$ cat src/rtl/imem_loader_pkg.sv
// Shared definitions for the instruction-memory loader: FSM states and stream framing constants.
package imem_loader_pkg;

   typedef enum logic [2:0] {
      ST_IDLE,
      ST_LEN_HI,
      ST_LEN_LO,
      ST_DATA,
      ST_DONE
   } state_t;

   localparam int unsigned HDR_BYTES      = 2;
   localparam int unsigned HDR_BITS       = 8 * HDR_BYTES;
   localparam int unsigned BYTES_PER_WORD = 4;

endpackage

$ cat src/rtl/imem_loader_word_assembler.sv
// Shifts big-endian bytes into a 32-bit word; word_ready flags the cycle the final byte is accepted.
module word_assembler
   import imem_loader_pkg::*;
(
   input  logic        clk,
   input  logic        reset,
   input  logic        clear,
   input  logic        byte_valid,
   input  logic [7:0]  byte_data,
   output logic [31:0] word,
   output logic        word_ready
);

   logic [23:0] shift;
   logic [1:0]  byte_cnt;

   // On word completion the counter wraps to zero; the next three bytes flush the stale shift contents.
   always_ff @(posedge clk) begin
      if (reset || clear) begin
         shift    <= '0;
         byte_cnt <= '0;
      end else if (byte_valid) begin
         shift    <= {shift[15:0], byte_data};
         byte_cnt <= byte_cnt + 2'd1;
      end
   end

   assign word       = {shift, byte_data};
   assign word_ready = byte_valid && (byte_cnt == 2'(BYTES_PER_WORD - 1));

endmodule

$ cat src/rtl/imem_loader.sv
// Loads a length-prefixed byte stream into instruction memory, holding the CPU in reset while loading.
module imem_loader
   import imem_loader_pkg::*;
#(
   parameter int unsigned ADDR_W = 10
) (
   input  logic        clk,
   input  logic        reset,
   input  logic        start,
   input  logic        in_valid,
   input  logic [7:0]  in_data,
   output logic        in_ready,
   output logic        imem_we,
   output logic [31:0] imem_addr,
   output logic [31:0] imem_wdata,
   output logic        cpu_hold,
   output logic        done,
   output logic        error
);

   state_t state, state_nxt;

   logic [HDR_BITS-1:0] count;
   logic [HDR_BITS-1:0] index;
   logic [HDR_BITS-1:0] n_full;
   logic                asm_valid;
   logic [31:0]         asm_word;
   logic                word_ready;
   logic                last_word;
   logic                in_range;

   assign asm_valid = in_valid && (state == ST_DATA);
   assign n_full    = {count[15:8], in_data};
   assign last_word = (index == count - HDR_BITS'(1));
   assign in_range  = ((32'(index) >> ADDR_W) == 32'd0);

   word_assembler u_asm (
      .clk        (clk),
      .reset      (reset),
      .clear      (state == ST_LEN_LO),
      .byte_valid (asm_valid),
      .byte_data  (in_data),
      .word       (asm_word),
      .word_ready (word_ready)
   );

   always_ff @(posedge clk) begin
      if (reset) state <= ST_IDLE;
      else       state <= state_nxt;
   end

   always_comb begin
      state_nxt = state;
      in_ready  = 1'b0;
      case (state)
         ST_IDLE:   if (start) state_nxt = ST_LEN_HI;
         ST_LEN_HI: begin
            in_ready = 1'b1;
            if (in_valid) state_nxt = ST_LEN_LO;
         end
         ST_LEN_LO: begin
            in_ready = 1'b1;
            if (in_valid) state_nxt = (n_full == '0) ? ST_DONE : ST_DATA;
         end
         ST_DATA: begin
            in_ready = 1'b1;
            if (word_ready && last_word) state_nxt = ST_DONE;
         end
         ST_DONE:   if (start) state_nxt = ST_LEN_HI;
         default:   state_nxt = ST_IDLE;
      endcase
   end

   // Index advances at byte acceptance; the strobe is registered so it lands one cycle later.
   always_ff @(posedge clk) begin
      if (reset) begin
         count      <= '0;
         index      <= '0;
         imem_we    <= 1'b0;
         imem_addr  <= '0;
         imem_wdata <= '0;
         error      <= 1'b0;
      end else begin
         imem_we <= 1'b0;
         case (state)
            ST_IDLE, ST_DONE: begin
               if (start) begin
                  error <= 1'b0;
                  count <= '0;
                  index <= '0;
               end
            end
            ST_LEN_HI: if (in_valid) count[15:8] <= in_data;
            ST_LEN_LO: begin
               if (in_valid) begin
                  count[7:0] <= in_data;
                  index      <= '0;
                  if (32'(n_full) > (32'd1 << ADDR_W)) error <= 1'b1;
               end
            end
            ST_DATA: begin
               if (word_ready) begin
                  index <= index + HDR_BITS'(1);
                  if (in_range) begin
                     imem_we    <= 1'b1;
                     imem_addr  <= 32'({index, 2'b00});
                     imem_wdata <= asm_word;
                  end
               end
            end
            default: ;
         endcase
      end
   end

   assign done     = (state == ST_DONE);
   assign cpu_hold = (state == ST_LEN_HI) || (state == ST_LEN_LO) || (state == ST_DATA) || imem_we;

endmodule

$ cat config.mk
export PLATFORM = sky130hd
export DESIGN_NAME = imem_loader
export DESIGN_NICKNAME = d
export VERILOG_FILES = /design/src/rtl/imem_loader_pkg.sv /design/src/rtl/imem_loader_word_assembler.sv /design/src/rtl/imem_loader.sv
export SDC_FILE = /design/constraint.sdc
export NUM_CORES = 1
export LEC_CHECK = 0
export CAP_MARGIN = 20
export CELL_PAD_IN_SITES_DETAIL_PLACEMENT = 1
export CELL_PAD_IN_SITES_GLOBAL_PLACEMENT = 1
export CORE_MARGIN = 2
export CORE_UTILIZATION = 34
export CTS_CLUSTER_SIZE = 20
export DETAILED_ROUTE_END_ITERATION = 16
export PLACE_DENSITY = 0.73
export SLEW_MARGIN = 10
export SYNTH_ARGS = -nofsm -noshare
export SYNTH_HDL_FRONTEND = slang
export SYNTH_SLANG_ARGS = --single-unit
$ cat constraint.sdc
create_clock -name clk -period 3.96 [get_ports clk]
set_clock_uncertainty 0.2 [all_clocks]
set_input_delay 1.188 -clock clk [delete_from_list [all_inputs] [get_ports clk]]
set_output_delay 1.188 -clock clk [all_outputs]
set_load 0.02 [all_outputs]
==> run metrics <==
PostCTS Resize Cnt=0; Final Max Tran Viols=0; number of diodes=0; Crit. End Element=output port; Least-Margin Pin Slew=0.625 ns; cts hold-fix bufs=0; combined area of all synthesized cells=4810 µm²; EDFF count, synth=0; CTS sink cnt=111; area leader, netlist=dfxtp_1; gr ovfl total=0; top cells by count, synth=nand2_1 (147), dfxtp_1 (111), a21oi_1 (73); largest stage delay on the critical path=between 0.5 and 0.6 ns; largest cells by area after synthesis=dfxtp_1 (46%), nand2_1 (11%), a21oi_1 (7.6%); Die Span Y=123 µm; simple-gate share of the synthesized area=24.6%; post-route ant nets=0; num ports=81; via count=4113; Post-CTS Setup Bufs=0; Vias/cell=5.00; Most common cell on crit path=nor2_1; PortBufs=64; Rows=43; aggregate global-route resource usage=17.4%; worst-case clock buffer depth=2; Pleak=1.97 nW; Endpoint, Worst Hold=imem_wdata[26]$_SDFFE_PP0P_; Hold Startpoint=imem_wdata[26]$_SDFFE_PP0P_; H-Tree Level Count=3; critical path required time=2.57 ns; routability cong.=approximately 0.76; synth unique cells=55; Die W=123 µm; Crit-path slowest cell=clkdlybuf4s50_1; Seq cells post-synth=between 100 and 150; total negative slack=0 ns; Core ar.=13800 µm²; Post-synth top flop=dfxtp_1; vias in the first global route=4126; XOR/XNOR Fraction of Synth Area=6.38%; Initial Utilization=about a third; Final min period=3.45 ns; multi-input logic area=around 2300 µm²; normalized max-slew margin=around 58%; R2R Path Start=count[0]$_SDFFE_PP0P_; maximum clock rate=290 MHz; Hold Path Cell Cnt=2; Ys Warns=0; post-synthesis sequential area ratio=46.2%; Setup-failing EPs final=0; drt drc=0; Post-Synth Adder-Cell Area=0.781%; DRT iter0 DRCs=188; fill cell total of the finished layout=1641; CP cell instances=nor2_1, nor2_1, or2_2, clkdlybuf4s50_1; IR drop worst, VDD=about 0.23 mV; PwrDens=453 nW/µm²; worst skew pair latency=0.35 ns; Post-Layout Inst Area=5800 µm²; startpoint types=flip-flop; Avg Cell Area, Syn=8.10 µm²; drt wl/cell=15.4 µm; reg2reg end=state[2]$_SDFFE_PP0P_; Bufs and invs on worst path=1; initial antenna violation count=0; Final Power=around 2.6 mW; Compound-Gate Fraction of Synth Area=around 14%; FFs w/ async S/R, synth=0%; most numerous cell in the Yosys netlist=nand2_1; final hold vios=0; Post-DP Area=around 5500 µm²; CTS buffer count=9; RSZ-0062 raised after global routing=no; clk slew on worst S/H paths=0.07 ns; CTS tree=built; synthesized instance count=593; global-route wire length before repair=20700 µm; TritonRoute pass-1 iters=4; Die ar.=15100 µm²; Root Driver=clkbuf_16; post-synth top area share=between 40% and 50%; Final HPWL DP=between 9000 and 10000 µm; run status=finished clean; cell family with the largest share of critical-path delay=simple AND/OR/NAND/NOR gates; R2R depth=9; Crit Path Max Fanout=17; critical path class=reg -> out; reg2reg setup slack=1.35 ns; number of max-cap violations=0; mux cell area share after synthesis=1.54%; Crit path depth=4; Nets=652; fin crit share=87.2%; pin count of the biggest net entering global routing=44; register area=2220 µm²; Area Overhead vs Synth=20.7%; share of cells above drive strength 1=between 5 and 6%; Hold Crit Class=reg -> reg; drt total wl=12700 µm; CP arrival=a little over 2 ns; largest family of logic cells by synthesized area=simple AND/OR/NAND/NOR gates
[worst reg2reg max path, delay by kind of cell, from the launching register on]
kind	cells	cell delay [ns]
compound gates	4	0.84
fa+ha+maj	1	0.19
buf+inv	1	0.07
flops	1	0.35
mux	1	0.35
simple gates	2	0.49
[metal layers]
metal	vias up	track usage, %	routed length, µm
li1	2037	-	-
met1	1978	23.7	6100
met2	87	27.6	5940
met3	11	3.23	486
met4	0	6.32	167
met5	-	0	0
[worst max-delay path by stage]
stage                                startpoint                    endpoint  slack [ns]
final                     state[1]$_SDFFE_PP0P_                    cpu_hold        0.51
after global routing      state[1]$_SDFFE_PP0P_                    cpu_hold        0.37
after CTS                 state[1]$_SDFFE_PP0P_                    cpu_hold        0.48
after detailed placement               in_valid      index[15]$_SDFFE_PP0P_        0.26
after global placement                 in_valid  imem_addr[17]$_SDFFE_PP0P_        0.38
after floorplan                        in_valid      index[13]$_SDFFE_PP0P_        1.16
[flip-flops by register name, summed over array words and instances, names as in the netlist]
signal          flops
count              16
error               1
imem_addr          16
imem_wdata         32
imem_we             1
index              16
state               3
u_asm.byte_cnt      2
u_asm.shift        24
[area by class of cell]
cell class | count | area share [%]
multi-input combinational | 436 | 40.4
sequential | 111 | 38.3
timing repair buffer | 74 | 12.3
clock buffer | 11 | 4.18
tap | 180 | 3.88
clock inverter | 5 | 0.690
inverter | 5 | 0.324
[cell usage in the layout (no fill, tap or decap), drive strengths merged, types with 3 or more instances in the layout]
cell           Yosys  routed
nand2b             6       6
clkbuf            34      11
conb               1      16
buf               22      11
mux2               3       3
nand3b             3       3
o21ai              5       5
nand3              8       8
and3               3       3
nand2            147     147
nor4               7       7
and2               7       7
xor2              16      16
nand4              6       6
xnor2             19      19
clkdlybuf4s50      0      63
nor2b              3       3
inv                4       6
nor2              53      53
dfxtp            111     111
a211oi             3       3
nor3               7       7
ha                 3       3
a22oi             16      16
or3                3       3
a21oi             73      73
mux2i              4       4
[logic make-up (layout without fill, tap and decap cells)]
family                     after synthesis  count (layout)
AOI/OAI and AO/OA                      113             113
xor gates and xnor gates                35              35
adders and majority gates                3               3
buffers and inverters                   61              95
DFF                                    111             111
muxes                                    7               7
other                                    1              16
and+or+nand+nor                        262             262
[report_power, final]
part           total [mW]  switching [mW]  internal [mW]
combinational       0.538           0.308          0.230
sequential           1.22          0.0687           1.15
clock               0.871           0.420          0.450
total                2.63           0.797           1.83
[per-stage QoR]
| stage | hold WS, ns | instances | setup WS [ns] | util, % |
|---|---|---|---|---|
| 2_1_floorplan | 0.232 | 608 | 1.16 | - |
| 3_3_place_gp | 0.247 | 806 | 0.378 | 39.9 |
| 3_5_place_dp | 0.249 | 806 | 0.262 | 39.9 |
| 4_1_cts | 0.261 | 822 | 0.478 | 42.0 |
| 5_1_grt | 0.278 | 822 | 0.374 | 42.0 |
| 6_report | 0.257 | 822 | 0.506 | 42.0 |
Power figures use the tool's default switching activity.
